$ cat src/rtl/serial_periph_ctrl_pkg.sv
// Shared types and helpers for the serial peripheral controller.
// Optional receive path is controlled by the SERIAL_RX_EN macro (see serial_periph_ctrl.sv).
package serial_periph_ctrl_pkg;

  // Transaction sequencer states, in the order a transaction walks through them.
  typedef enum logic [2:0] {
    ST_IDLE  = 3'd0,
    ST_SETUP = 3'd1,
    ST_SHIFT = 3'd2,
    ST_HOLD  = 3'd3,
    ST_GAP   = 3'd4
  } state_t;

  // Serial mode is fixed to mode 0: SCLK idles low, data captured on the rising edge.
  localparam bit CPOL = 1'b0;
  localparam bit CPHA = 1'b0;

  // Largest of three cycle counts; sizes the shared setup/hold/gap counter.
  function automatic int max3(input int a, input int b, input int c);
    int m;
    m = (a > b) ? a : b;
    return (m > c) ? m : c;
  endfunction

endpackage

$ cat src/rtl/serial_periph_ctrl_if.sv
// Request/response bus between a host and serial_periph_ctrl.
// Handshake: the host raises start together with cs_sel/tx_word; the request is taken
// on a clock edge only when busy=0 (no ready signal, a start seen while busy=1 is
// dropped). Completion is the one-cycle done pulse, after which rx_word holds the
// captured word until the next done; err pulses for one cycle on a bad cs_sel.
interface serial_periph_ctrl_if #(
  parameter int NUM_CS = 2,
  parameter int WORD_W = 16
);
  localparam int CS_W = (NUM_CS > 1) ? $clog2(NUM_CS) : 1;

  logic              start;
  logic [CS_W-1:0]   cs_sel;
  logic [WORD_W-1:0] tx_word;
  logic              busy;
  logic              done;
  logic              err;
  logic [WORD_W-1:0] rx_word;

  modport master (output start, cs_sel, tx_word, input busy, done, err, rx_word);
  modport slave  (input start, cs_sel, tx_word, output busy, done, err, rx_word);
endinterface

$ cat src/rtl/serial_periph_ctrl_bit_timer.sv
// SCLK half-period tick generator: counts CLK_DIV cycles per half while run=1,
// and is held cleared (low half, count 0) whenever run=0.
module serial_periph_ctrl_bit_timer #(
  parameter int CLK_DIV = 4
) (
  input  logic clk48,
  input  logic reset_n,
  input  logic run,
  output logic rise_tick,
  output logic fall_tick
);
  localparam int DW = $clog2(CLK_DIV) + 1;
  localparam logic [DW-1:0] DIV_LAST = DW'(CLK_DIV - 1);

  logic [DW-1:0] div_cnt;
  logic          high_half;
  logic          half_end;

  // A tick marks the last cycle of a half; rise ends a low half, fall ends a high half.
  assign half_end  = run && (div_cnt == DIV_LAST);
  assign rise_tick = half_end && !high_half;
  assign fall_tick = half_end && high_half;

  // Divider counter and half-period phase, cleared synchronously when not running.
  always_ff @(posedge clk48) begin
    if (!reset_n || !run) begin
      div_cnt   <= '0;
      high_half <= 1'b0;
    end else if (div_cnt == DIV_LAST) begin
      div_cnt   <= '0;
      high_half <= ~high_half;
    end else begin
      div_cnt   <= div_cnt + DW'(1);
    end
  end
endmodule

$ cat src/rtl/serial_periph_ctrl.sv
// Generic mode-0 serial master: one word per transaction, MSB first, with selectable
// chip select and programmable setup/hold/gap timing.
// Build option: define SERIAL_RX_EN to capture miso into rx_word; otherwise rx_word is 0.
module serial_periph_ctrl
  import serial_periph_ctrl_pkg::*;
#(
  parameter int NUM_CS   = 2,
  parameter int WORD_W   = 16,
  parameter int CLK_DIV  = 4,
  parameter int CS_SETUP = 2,
  parameter int CS_HOLD  = 2,
  parameter int CS_GAP   = 1
) (
  input  logic                clk48,
  input  logic                reset_n,
  serial_periph_ctrl_if.slave bus,
  output logic [NUM_CS-1:0]   cs_n,
  output logic                sclk,
  output logic                mosi,
  input  logic                miso,
  output state_t              state_dbg
);
  localparam int BW = $clog2(WORD_W);
  localparam int CW = $clog2(max3(CS_SETUP, CS_HOLD, CS_GAP) + 1);

  state_t            state;
  logic [BW-1:0]     bit_cnt;
  logic [CW-1:0]     cyc_cnt;
  logic [WORD_W-1:0] tx_sh;
  logic              busy_q;
  logic              done_q;
  logic              err_q;
  logic              rise_tick;
  logic              fall_tick;
  logic              sel_ok;
  logic              hold_end;

  assign sel_ok    = int'(bus.cs_sel) < NUM_CS;
  assign hold_end  = (state == ST_HOLD) && (cyc_cnt == '0);
  assign bus.busy  = busy_q;
  assign bus.done  = done_q;
  assign bus.err   = err_q;
  assign state_dbg = state;

  serial_periph_ctrl_bit_timer #(.CLK_DIV(CLK_DIV)) u_timer (
    .clk48     (clk48),
    .reset_n   (reset_n),
    .run       (state == ST_SHIFT),
    .rise_tick (rise_tick),
    .fall_tick (fall_tick)
  );

  // Transaction sequencer: chip select, SCLK and MOSI are all registered here.
  always_ff @(posedge clk48) begin
    if (!reset_n) begin
      state   <= ST_IDLE;
      cs_n    <= '1;
      sclk    <= 1'b0;
      mosi    <= 1'b0;
      busy_q  <= 1'b0;
      done_q  <= 1'b0;
      err_q   <= 1'b0;
      bit_cnt <= '0;
      cyc_cnt <= '0;
      tx_sh   <= '0;
    end else begin
      done_q <= 1'b0;
      err_q  <= 1'b0;
      unique case (state)
        ST_IDLE: begin
          if (bus.start) begin
            if (sel_ok) begin
              state   <= ST_SETUP;
              busy_q  <= 1'b1;
              cs_n    <= ~(NUM_CS'(1) << bus.cs_sel);
              mosi    <= bus.tx_word[WORD_W-1];
              tx_sh   <= bus.tx_word;
              bit_cnt <= BW'(WORD_W - 1);
              cyc_cnt <= CW'(CS_SETUP - 1);
            end else begin
              err_q <= 1'b1;
            end
          end
        end
        ST_SETUP: begin
          if (cyc_cnt == '0) state <= ST_SHIFT;
          else cyc_cnt <= cyc_cnt - CW'(1);
        end
        ST_SHIFT: begin
          if (rise_tick) begin
            sclk <= 1'b1;
          end else if (fall_tick) begin
            sclk <= 1'b0;
            if (bit_cnt == '0) begin
              // Last bit done: mosi keeps bit 0, chip select stays low for the hold time.
              state   <= ST_HOLD;
              cyc_cnt <= CW'(CS_HOLD - 1);
            end else begin
              bit_cnt <= bit_cnt - BW'(1);
              tx_sh   <= {tx_sh[WORD_W-2:0], 1'b0};
              mosi    <= tx_sh[WORD_W-2];
            end
          end
        end
        ST_HOLD: begin
          if (cyc_cnt == '0) begin
            state   <= ST_GAP;
            cs_n    <= '1;
            done_q  <= 1'b1;
            cyc_cnt <= CW'(CS_GAP - 1);
          end else begin
            cyc_cnt <= cyc_cnt - CW'(1);
          end
        end
        ST_GAP: begin
          if (cyc_cnt == '0) begin
            state  <= ST_IDLE;
            busy_q <= 1'b0;
          end else begin
            cyc_cnt <= cyc_cnt - CW'(1);
          end
        end
        default: state <= ST_IDLE;
      endcase
    end
  end

`ifdef SERIAL_RX_EN
  logic [WORD_W-1:0] rx_sh;
  logic [WORD_W-1:0] rx_q;

  // Capture miso on each SCLK rising edge; publish the word on the done edge.
  always_ff @(posedge clk48) begin
    if (!reset_n) begin
      rx_sh <= '0;
      rx_q  <= '0;
    end else begin
      if (rise_tick) rx_sh <= {rx_sh[WORD_W-2:0], miso};
      if (hold_end)  rx_q  <= rx_sh;
    end
  end

  assign bus.rx_word = rx_q;
`else
  logic unused_rx_inputs;
  assign unused_rx_inputs = miso ^ hold_end;
  assign bus.rx_word      = '0;
`endif

endmodule

$ cat src/flat_wrapper.sv
// flat-port wrapper written by rule: the top's interface ports become plain ports
module serial_periph_ctrl_flat import serial_periph_ctrl_pkg::*;
#(
  parameter int NUM_CS   = 2,
  parameter int WORD_W   = 16,
  parameter int CLK_DIV  = 4,
  parameter int CS_SETUP = 2,
  parameter int CS_HOLD  = 2,
  parameter int CS_GAP   = 1
)
  (clk48, reset_n, cs_n, sclk, mosi, miso, state_dbg, bus_start, bus_cs_sel, bus_tx_word, bus_busy, bus_done, bus_err, bus_rx_word);
  serial_periph_ctrl_if #(.NUM_CS(NUM_CS), .WORD_W(WORD_W)) bus_i ();
  input  logic clk48;
  input  logic reset_n;
  output logic [NUM_CS-1:0] cs_n;
  output logic sclk;
  output logic mosi;
  input  logic miso;
  output state_t state_dbg;
  input wire logic [$bits(bus_i.start)-1:0] bus_start;
  input wire logic [$bits(bus_i.cs_sel)-1:0] bus_cs_sel;
  input wire logic [$bits(bus_i.tx_word)-1:0] bus_tx_word;
  output wire logic [$bits(bus_i.busy)-1:0] bus_busy;
  output wire logic [$bits(bus_i.done)-1:0] bus_done;
  output wire logic [$bits(bus_i.err)-1:0] bus_err;
  output wire logic [$bits(bus_i.rx_word)-1:0] bus_rx_word;
  assign bus_i.start = bus_start;
  assign bus_i.cs_sel = bus_cs_sel;
  assign bus_i.tx_word = bus_tx_word;
  assign bus_busy = bus_i.busy;
  assign bus_done = bus_i.done;
  assign bus_err = bus_i.err;
  assign bus_rx_word = bus_i.rx_word;
  serial_periph_ctrl #(.NUM_CS(NUM_CS), .WORD_W(WORD_W), .CLK_DIV(CLK_DIV), .CS_SETUP(CS_SETUP), .CS_HOLD(CS_HOLD), .CS_GAP(CS_GAP)) u_core (.clk48(clk48), .reset_n(reset_n), .bus(bus_i), .cs_n(cs_n), .sclk(sclk), .mosi(mosi), .miso(miso), .state_dbg(state_dbg));
endmodule
$ cat config.mk
export PLATFORM = sky130hd
export DESIGN_NAME = serial_periph_ctrl_flat
export DESIGN_NICKNAME = d
export VERILOG_FILES = /design/src/rtl/serial_periph_ctrl_pkg.sv /design/src/rtl/serial_periph_ctrl_if.sv /design/src/rtl/serial_periph_ctrl_bit_timer.sv /design/src/rtl/serial_periph_ctrl.sv /design/src/flat_wrapper.sv
export SDC_FILE = /design/constraint.sdc
export NUM_CORES = 1
export LEC_CHECK = 0
export ABC_AREA = 1
export BUFFER_PORTS_ARGS = -buffer_cell sky130_fd_sc_hd__clkbuf_2
export CORE_MARGIN = 3
export CORE_UTILIZATION = 45
export DETAILED_ROUTE_END_ITERATION = 8
export PLACE_DENSITY = 0.76
export RECOVER_POWER = 100
export SLEW_MARGIN = 40
export SYNTH_ARGS = -nofsm -noshare
export SYNTH_HDL_FRONTEND = slang
export SYNTH_SLANG_ARGS = --single-unit
$ cat constraint.sdc
create_clock -name clk48 -period 1.75 [get_ports clk48]
set_clock_uncertainty 0.1 [all_clocks]
set_input_delay 0 -clock clk48 [delete_from_list [all_inputs] [get_ports clk48]]
set_output_delay 0 -clock clk48 [all_outputs]
set_load 0.02 [all_outputs]
==> run summary, run 1 <==
## Cells and area
• diode count: 0
• Filler cells: 382
• number of nets in the finished design: 354
• Syn-to-layout area delta: 18.12%
• non-filler cells in the finished layout: 376
• most common cell after layout, fill and taps aside: sky130_fd_sc_hd__nand2_1
• commonest cells after routing, fill and taps aside: sky130_fd_sc_hd__nand2_1, sky130_fd_sc_hd__nor2_1, sky130_fd_sc_hd__dfxtp_1
• design area: 2235 µm²
• share of cells above drive strength 1: 13.72%

## CTS
• source-to-sink clock delay at the later pin of the worst-skew pair: 0.29 ns
• clock tree from TritonCTS: built
• sinks on the clock net: 34
• Longest Clk Path Bufs: 2
• count of buffers added by post-CTS timing repair for setup: 0
• TritonCTS buffer count: 5
• H-tree lvl count: 2
• Clock Tree Root: sky130_fd_sc_hd__clkbuf_8
• CTS clock-pin slew for the worst setup and hold paths: 0.07 ns

## Hold path
• path category of the worst min-delay check: primary input to flip-flop

## Route
• antenna violation net count after detailed routing: 0
• 1st-pass router iterations: 4
• average routed wire per standard cell: 10.57 µm
• initial drt markers: 71
• number of design rule violations left after detail routing: 0
• via count: 1715
• routed via count divided by cell count: 4.561
• detailed-route wire length: 3975 µm

## Placement
• standard cell area after detailed placement: 1972 µm²
• Setup WS pre-CTS: 0.08313 ns
• half-perimeter wire length of the detailed placement result: 2434 µm
• Placed Instances: 349
• RePlAce Congestion: 0.8583
• I/O Buffers: 28

## Die
• die width: 70.84 µm
• count of standard-cell rows: 22
• effective utilization at floorplan: 49.09%
• placeable core region: 3854 µm²
• Die ar.: 5018 µm²
• die boundary height: 70.84 µm
• count of pins on the block boundary: 47

## Flow run
• MaxCap Viol Count: 0

## Power and ir drop
• Peak VDD IR: 0.5401 mV
• P_leak: 1.118 nW
• net switching power: 1.703 mW
• clock group share of total power: 16.5%
• Logic pwr share: 49.9%
• Switching Fraction: 46.04%
• Int Power: 1.996 mW
• PwrDens: 1655 nW/µm²
• proportion of power drawn by flip-flops and latches: 33.6%

## Setup path
• largest driver fanout on the critical path: 12
• Worst setup SP type: flip-flop
• worst path required time: 1.83 ns
• crit path capture type: flip-flop
• Setup Crit Path Kind: flip-flop to flip-flop
• arrival time of data at the critical path endpoint: 1.71 ns

## STA
• TNS Setup: 0 ns
• max-slew violations: 0
• crit share post-route: 93.24%
• final count of hold timing violations: 0
• RSZ-0062 raised after global routing: no
• shortest clock period the worst path allows after layout: 1.632 ns
• maximum clock rate: 612.9 MHz
• final worst setup slack: 0.1183 ns
• Worst Hold Margin: 0.02890 ns
• Setup violations, final: 0

## Global route
• pin count of the biggest net entering global routing: 25
• first-pass GRT wire length: 6831 µm
• total routing usage reported by global routing: 16.82%
• via count of the first global-routing pass: 1621
• number of antenna violations at the first check in global routing: 0
• global route total overflow: 0

## Synthesis
• Post-Synthesis Mean Instance Area: 6.781 µm²
• synthesized flop and latch total: 34
• portion of the post-synthesis area used by sequential elements: 35.98%
• library cells used by synthesis: 28
• Warnings, synthesis: 0
• synthesized instance count: 279
• Post-Syn Area: 1892 µm²

## Outcome
• outcome: finished clean

==> worst max-delay path, stage by stage (launching register included) <==
cell and delay (ns):
sky130_fd_sc_hd__dfxtp_1 0.34, sky130_fd_sc_hd__ha_1 0.16, sky130_fd_sc_hd__ha_1 0.16, sky130_fd_sc_hd__nand2_1 0.07, sky130_fd_sc_hd__nand3_2 0.08, sky130_fd_sc_hd__nand2_2 0.07
sky130_fd_sc_hd__inv_2 0.14, sky130_fd_sc_hd__nand2_8 0.11, sky130_fd_sc_hd__o21ai_0 0.23, sky130_fd_sc_hd__nor2_1 0.07
==> registers in the layout, summed over array words and instances, names as in the netlist <==
register / count
u_core.u_timer.high_half: 1
u_core.bus.done: 1
u_core.sclk: 1
u_core.bus.busy: 1
u_core.u_timer.div_cnt: 3
u_core.state_dbg: 3
u_core.cyc_cnt: 2
u_core.bit_cnt: 4
u_core.mosi: 1
u_core.cs_n: 2
u_core.tx_sh: 15
==> cells in the mapped netlist (all sizes together) <==
library cell  instances  area [µm²]
a21oi                 4       23.77
a31oi                 1       21.27
buf                  24       202.7
clkbuf                2       7.510
conb                  1       3.750
dfxtp                34       680.7
ha                    6       75.07
inv                  20       85.08
nand2                89       355.3
nand3                12       65.06
nand4                 1       6.260
nor2                 61       241.5
nor3                  1       5.000
o21a                  1       7.510
o21ai                21       105.1
or2                   1       6.260
==> kinds of logic after synthesis <==
group	after synthesis	synth area share, %
flip-flops	34	35.98
adder cells (fa/ha/maj)	6	3.968
AO/OA/AOI/OAI	27	8.333
AND/OR/NAND/NOR	165	35.91
other	1	0.1982
buffers and inverters	46	15.61
==> repair_timing <==
action                                  4_1_cts  5_1_grt
hold buffers                                 18        0
endpoints found under the setup margin        0       19
endpoints found under the hold margin        23        0
resized for setup                             0        2
==> layer usage <==
metal	GRT usage, %	share of wire, %	wire (µm)
met5	0	0	0
met4	8.142	2.5	99
met3	3.977	3.9	154
met2	29.25	48	1903
met1	19.25	46	1818
==> metrics by stage <==
stage | total power, mW | utilization [%]
final | 3.698 | 57.99
after floorplan | 2.927 | -
after CTS | 3.701 | 58.21
after global routing | 4.073 | 57.99
after detailed placement | 3.057 | 51.17
after global placement | 3.013 | 51.17
==> path summary, 6_finish.rpt <==
| path | startpoint | endpoint | slack (ns) | cells after the start |
|---|---|---|---|---|
| hold / removal | bus_tx_word[6] | u_core.tx_sh[6] | 0.03 | 5 |
| setup / recovery | u_core.u_timer.div_cnt[0] | u_core.tx_sh[6] | 0.12 | 9 |
| hold reg to reg | u_core.u_timer.div_cnt[0] | u_core.u_timer.div_cnt[0] | 0.34 | 1 |
| setup reg to reg | u_core.u_timer.div_cnt[0] | u_core.tx_sh[6] | 0.12 | 9 |
==> cell type report <==
| type | count | area [µm²] | share of cell area (%) |
|---|---|---|---|
| multi-input cells | 216 | 984.7 | 44.06 |
| flip-flops and latches | 34 | 680.7 | 30.46 |
| repair buffers | 50 | 335.3 | 15.01 |
| clock buffers | 7 | 86.33 | 3.863 |
| inverters | 20 | 82.58 | 3.695 |
| well taps | 48 | 60.06 | 2.688 |
| clock inverters | 1 | 5.005 | 0.2240 |
==> power groups by stage <==
stage,clock [mW],sequential (mW),combinational (mW)
floorplan,0,1.30,1.63
global placement,0,1.25,1.76
detailed placement,0,1.27,1.79
CTS,0.616,1.25,1.83
global route,0.653,1.29,2.13
finish,0.610,1.24,1.84
(Power assumes the default switching activity.)
==> run 2: changes to the inputs <==
--- a/config.mk
+++ b/config.mk
@@ -5,7 +5,6 @@
 export SDC_FILE = /design/constraint.sdc
 export NUM_CORES = 1
 export LEC_CHECK = 0
-export ABC_AREA = 1
 export BUFFER_PORTS_ARGS = -buffer_cell sky130_fd_sc_hd__clkbuf_2
 export CORE_MARGIN = 3
 export CORE_UTILIZATION = 45
==> run 2 against run 1 <==
The flow now finishes with violations (negative setup slack). Maximum frequency is 12% lower. Clock power is 3.6% higher. Critical path depth is 1 lower. Critical endpoint is now u_core.bit_cnt[0]. First-iteration DRC count is 39% higher. Cell count is 14% lower. Routed wire length is 29% higher. Count of clock-buffer cells in the layout is 1 lower. Cell area is 21% higher. Non-clock buffer count is 29 higher. Worst hold slack better by 0.0060 ns. Largest power group unchanged. Flip-flop and latch count stayed put.
==> run summary, run 2 <==
## Outcome
• outcome: finished, violations left
• violated checks: negative setup slack

## Route
• number of design rule violations left after detail routing: 0
• 1st-pass router iterations: 4
• average routed wire per standard cell: 15.88 µm
• antenna violation net count after detailed routing: 0
• routed via count divided by cell count: 5.109
• initial drt markers: 99
• detailed-route wire length: 5113 µm
• via count: 1645

## Setup path
• arrival time of data at the critical path endpoint: 1.95 ns
• worst path required time: 1.85 ns
• Worst setup SP type: flip-flop
• largest driver fanout on the critical path: 5
• Worst R2R Start: u_core.bit_cnt[0]
• Setup Crit Path Kind: flip-flop to flip-flop
• crit path capture type: flip-flop
• launching instance or port of the critical path: u_core.bit_cnt[0]

## Synthesis
• Post-synth ARST share: 0%
• cell type with the highest aggregate area in the netlist: sky130_fd_sc_hd__dfxtp_1
• synthesized instance count: 200
• synthesized flop and latch total: 34
• portion of the post-synthesis area used by sequential elements: 35.70%
• Warnings, synthesis: 0
• EDFF count, synth: 0
• cell types with the largest area share after synthesis: sky130_fd_sc_hd__dfxtp_1, sky130_fd_sc_hd__a211oi_2, sky130_fd_sc_hd__mux2i_1
• most used standard cell by instance count after synthesis: sky130_fd_sc_hd__dfxtp_1
• Yosys top cell area share: 35.70%
• library cells used by synthesis: 46
• Post-Synthesis Mean Instance Area: 9.534 µm²
• predominant post-synthesis flop cell: sky130_fd_sc_hd__dfxtp_1
• Post-Syn Area: 1907 µm²
• commonest cells in the netlist: sky130_fd_sc_hd__dfxtp_1, sky130_fd_sc_hd__nor2_1, sky130_fd_sc_hd__buf_4

## Hold path
• path category of the worst min-delay check: primary input to flip-flop
• launch point of the worst hold path: bus_start

## Flow run
• MaxCap Viol Count: 0

## STA
• RSZ-0062 raised after global routing: yes
• final count of hold timing violations: 0
• TNS Setup: -0.7386 ns
• Setup violations, final: 18
• crit share post-route: 106.2%
• Worst Hold Margin: 0.03490 ns
• maximum clock rate: 538.3 MHz
• shortest clock period the worst path allows after layout: 1.858 ns
• final worst setup slack: -0.1077 ns
• max-slew violations: 0

## Global route
• first-pass GRT wire length: 7148 µm
• number of antenna violations at the first check in global routing: 0
• total routing usage reported by global routing: 18.02%
• via count of the first global-routing pass: 1546
• pin count of the biggest net entering global routing: 20
• global route total overflow: 0

## Cells and area
• Syn-to-layout area delta: 42.19%
• share of cells above drive strength 1: 38.97%
• max FFs per register: 15
• largest registers: u_core.tx_sh: 15 flops, u_core.bit_cnt: 4 flops
• diode count: 0
• design area: 2711 µm²
• commonest cells after routing, fill and taps aside: sky130_fd_sc_hd__dfxtp_1, sky130_fd_sc_hd__clkbuf_2, sky130_fd_sc_hd__mux2i_1, sky130_fd_sc_hd__buf_4
• number of nets in the finished design: 298
• Layout Utilization: 66.82%
• most common cell after layout, fill and taps aside: sky130_fd_sc_hd__dfxtp_1
• Most flops, register: u_core.tx_sh
• Filler cells: 277

## CTS
• sinks on the clock net: 34
• CTS clock-pin slew for the worst setup and hold paths: 0.09 ns
• TritonCTS buffer count: 5
• Clock Tree Root: sky130_fd_sc_hd__clkbuf_8
• H-tree lvl count: 2
• clock tree from TritonCTS: built
• source-to-sink clock delay at the later pin of the worst-skew pair: 0.30 ns
• Longest Clk Path Bufs: 2

## Die
• effective utilization at floorplan: 46.99%
• die boundary height: 71.10 µm
• count of standard-cell rows: 23
• count of pins on the block boundary: 47
• placeable core region: 4058 µm²
• Die ar.: 5055 µm²
• die width: 71.10 µm

## Power and ir drop
• Peak VDD IR: 0.9937 mV
• P_leak: 1.117 nW
• PwrDens: 1743 nW/µm²

## Placement
• half-perimeter wire length of the detailed placement result: 2608 µm
• RePlAce Congestion: 0.8431
• I/O Buffers: 28
• standard cell area after detailed placement: 2151 µm²

## run 2: cell types whose count changed in the layout (fill, tap and decap cells not counted), sizes merged, moves of 13 or more
| cell | previous run | this run |
|---|---|---|
| nand2 | 90 | 13 |
| mux2i | 0 | 19 |
| nor2 | 61 | 23 |
| a211oi | 0 | 16 |
| buf | 3 | 31 |
| o21ai | 21 | 4 |
| inv | 20 | 7 |
## run 2: kinds of logic after synthesis
kind of cell | synth area share [%]
other | 0.1967
and+or+nand+nor | 17.19
xor gates and xnor gates | 0.9188
DFF | 35.70
AOI/OAI and AO/OA | 18.90
muxes | 9.974
adders and majority gates | 3.937
buffers and inverters | 13.19
## run 2: worst max-delay path, cell delays in order, from the launching register on
cell	delay, ns
sky130_fd_sc_hd__dfxtp_2	0.34
sky130_fd_sc_hd__inv_1	0.05
sky130_fd_sc_hd__ha_2	0.19
sky130_fd_sc_hd__nor3b_4	0.16
sky130_fd_sc_hd__a221oi_4	0.32
sky130_fd_sc_hd__buf_6	0.19
sky130_fd_sc_hd__buf_12	0.12
sky130_fd_sc_hd__and3_1	0.21
sky130_fd_sc_hd__nor3_2	0.06
## run 2: layout make-up
| type | instances | area (µm²) | area share, % |
|---|---|---|---|
| inverters | 7 | 26.28 | 0.9691 |
| repair buffers | 79 | 700.7 | 25.84 |
| flip-flops and latches | 34 | 685.7 | 25.29 |
| clock buffers | 6 | 82.58 | 3.046 |
| clock inverters | 2 | 12.51 | 0.4615 |
| multi-input cells | 144 | 1141 | 42.09 |
| well taps | 50 | 62.56 | 2.307 |
## run 2: power breakdown
part | total (mW) | switching, mW | internal [mW]
clock | 0.632 | 0.315 | 0.317
combinational | 2.83 | 1.37 | 1.46
sequential | 1.27 | 0.229 | 1.04
total | 4.73 | 1.91 | 2.81
## run 2: what timing repair did
| item | 4_1_cts | 5_1_grt |
|---|---|---|
| resized for setup | 8 | 20 |
| setup endpoints to repair | 20 | 24 |
| buffers inserted | 2 | 10 |
| hold endpoints to repair | 20 | 0 |
| hold buffers | 16 | 0 |
| gates cloned | 2 | 3 |
| pin swaps | 5 | 15 |
## run 2: metal layers
| layer | track usage, % | vias up | share of wire (%) |
|---|---|---|---|
| li1 | - | 813 | - |
| met1 | 20.98 | 772 | 41 |
| met2 | 30.28 | 46 | 52 |
| met3 | 3.409 | 14 | 3.9 |
| met4 | 11.27 | 0 | 3.2 |
| met5 | 0 | - | 0 |
## run 2: per-stage QoR
stage | cells | setup slack (ns) | power [mW]
2_1_floorplan | 216 | 0.003804 | 2.815
3_3_place_gp | 281 | 0.004593 | 3.159
3_5_place_dp | 281 | -0.04256 | 3.222
4_1_cts | 309 | -0.02362 | 4.130
5_1_grt | 322 | -0.1450 | 4.994
6_report | 322 | -0.1077 | 4.727
## run 2: path summary, 6_finish.rpt
kind / endpoint / slack [ns] / cells past startpoint
worst max-delay path: u_core.bit_cnt[0] / -0.11 / 8
worst max register to register: u_core.bit_cnt[0] / -0.11 / 8
worst min-delay path: u_core.cs_n[0] / 0.03 / 4
worst min register to register: u_core.sclk / 0.36 / 2
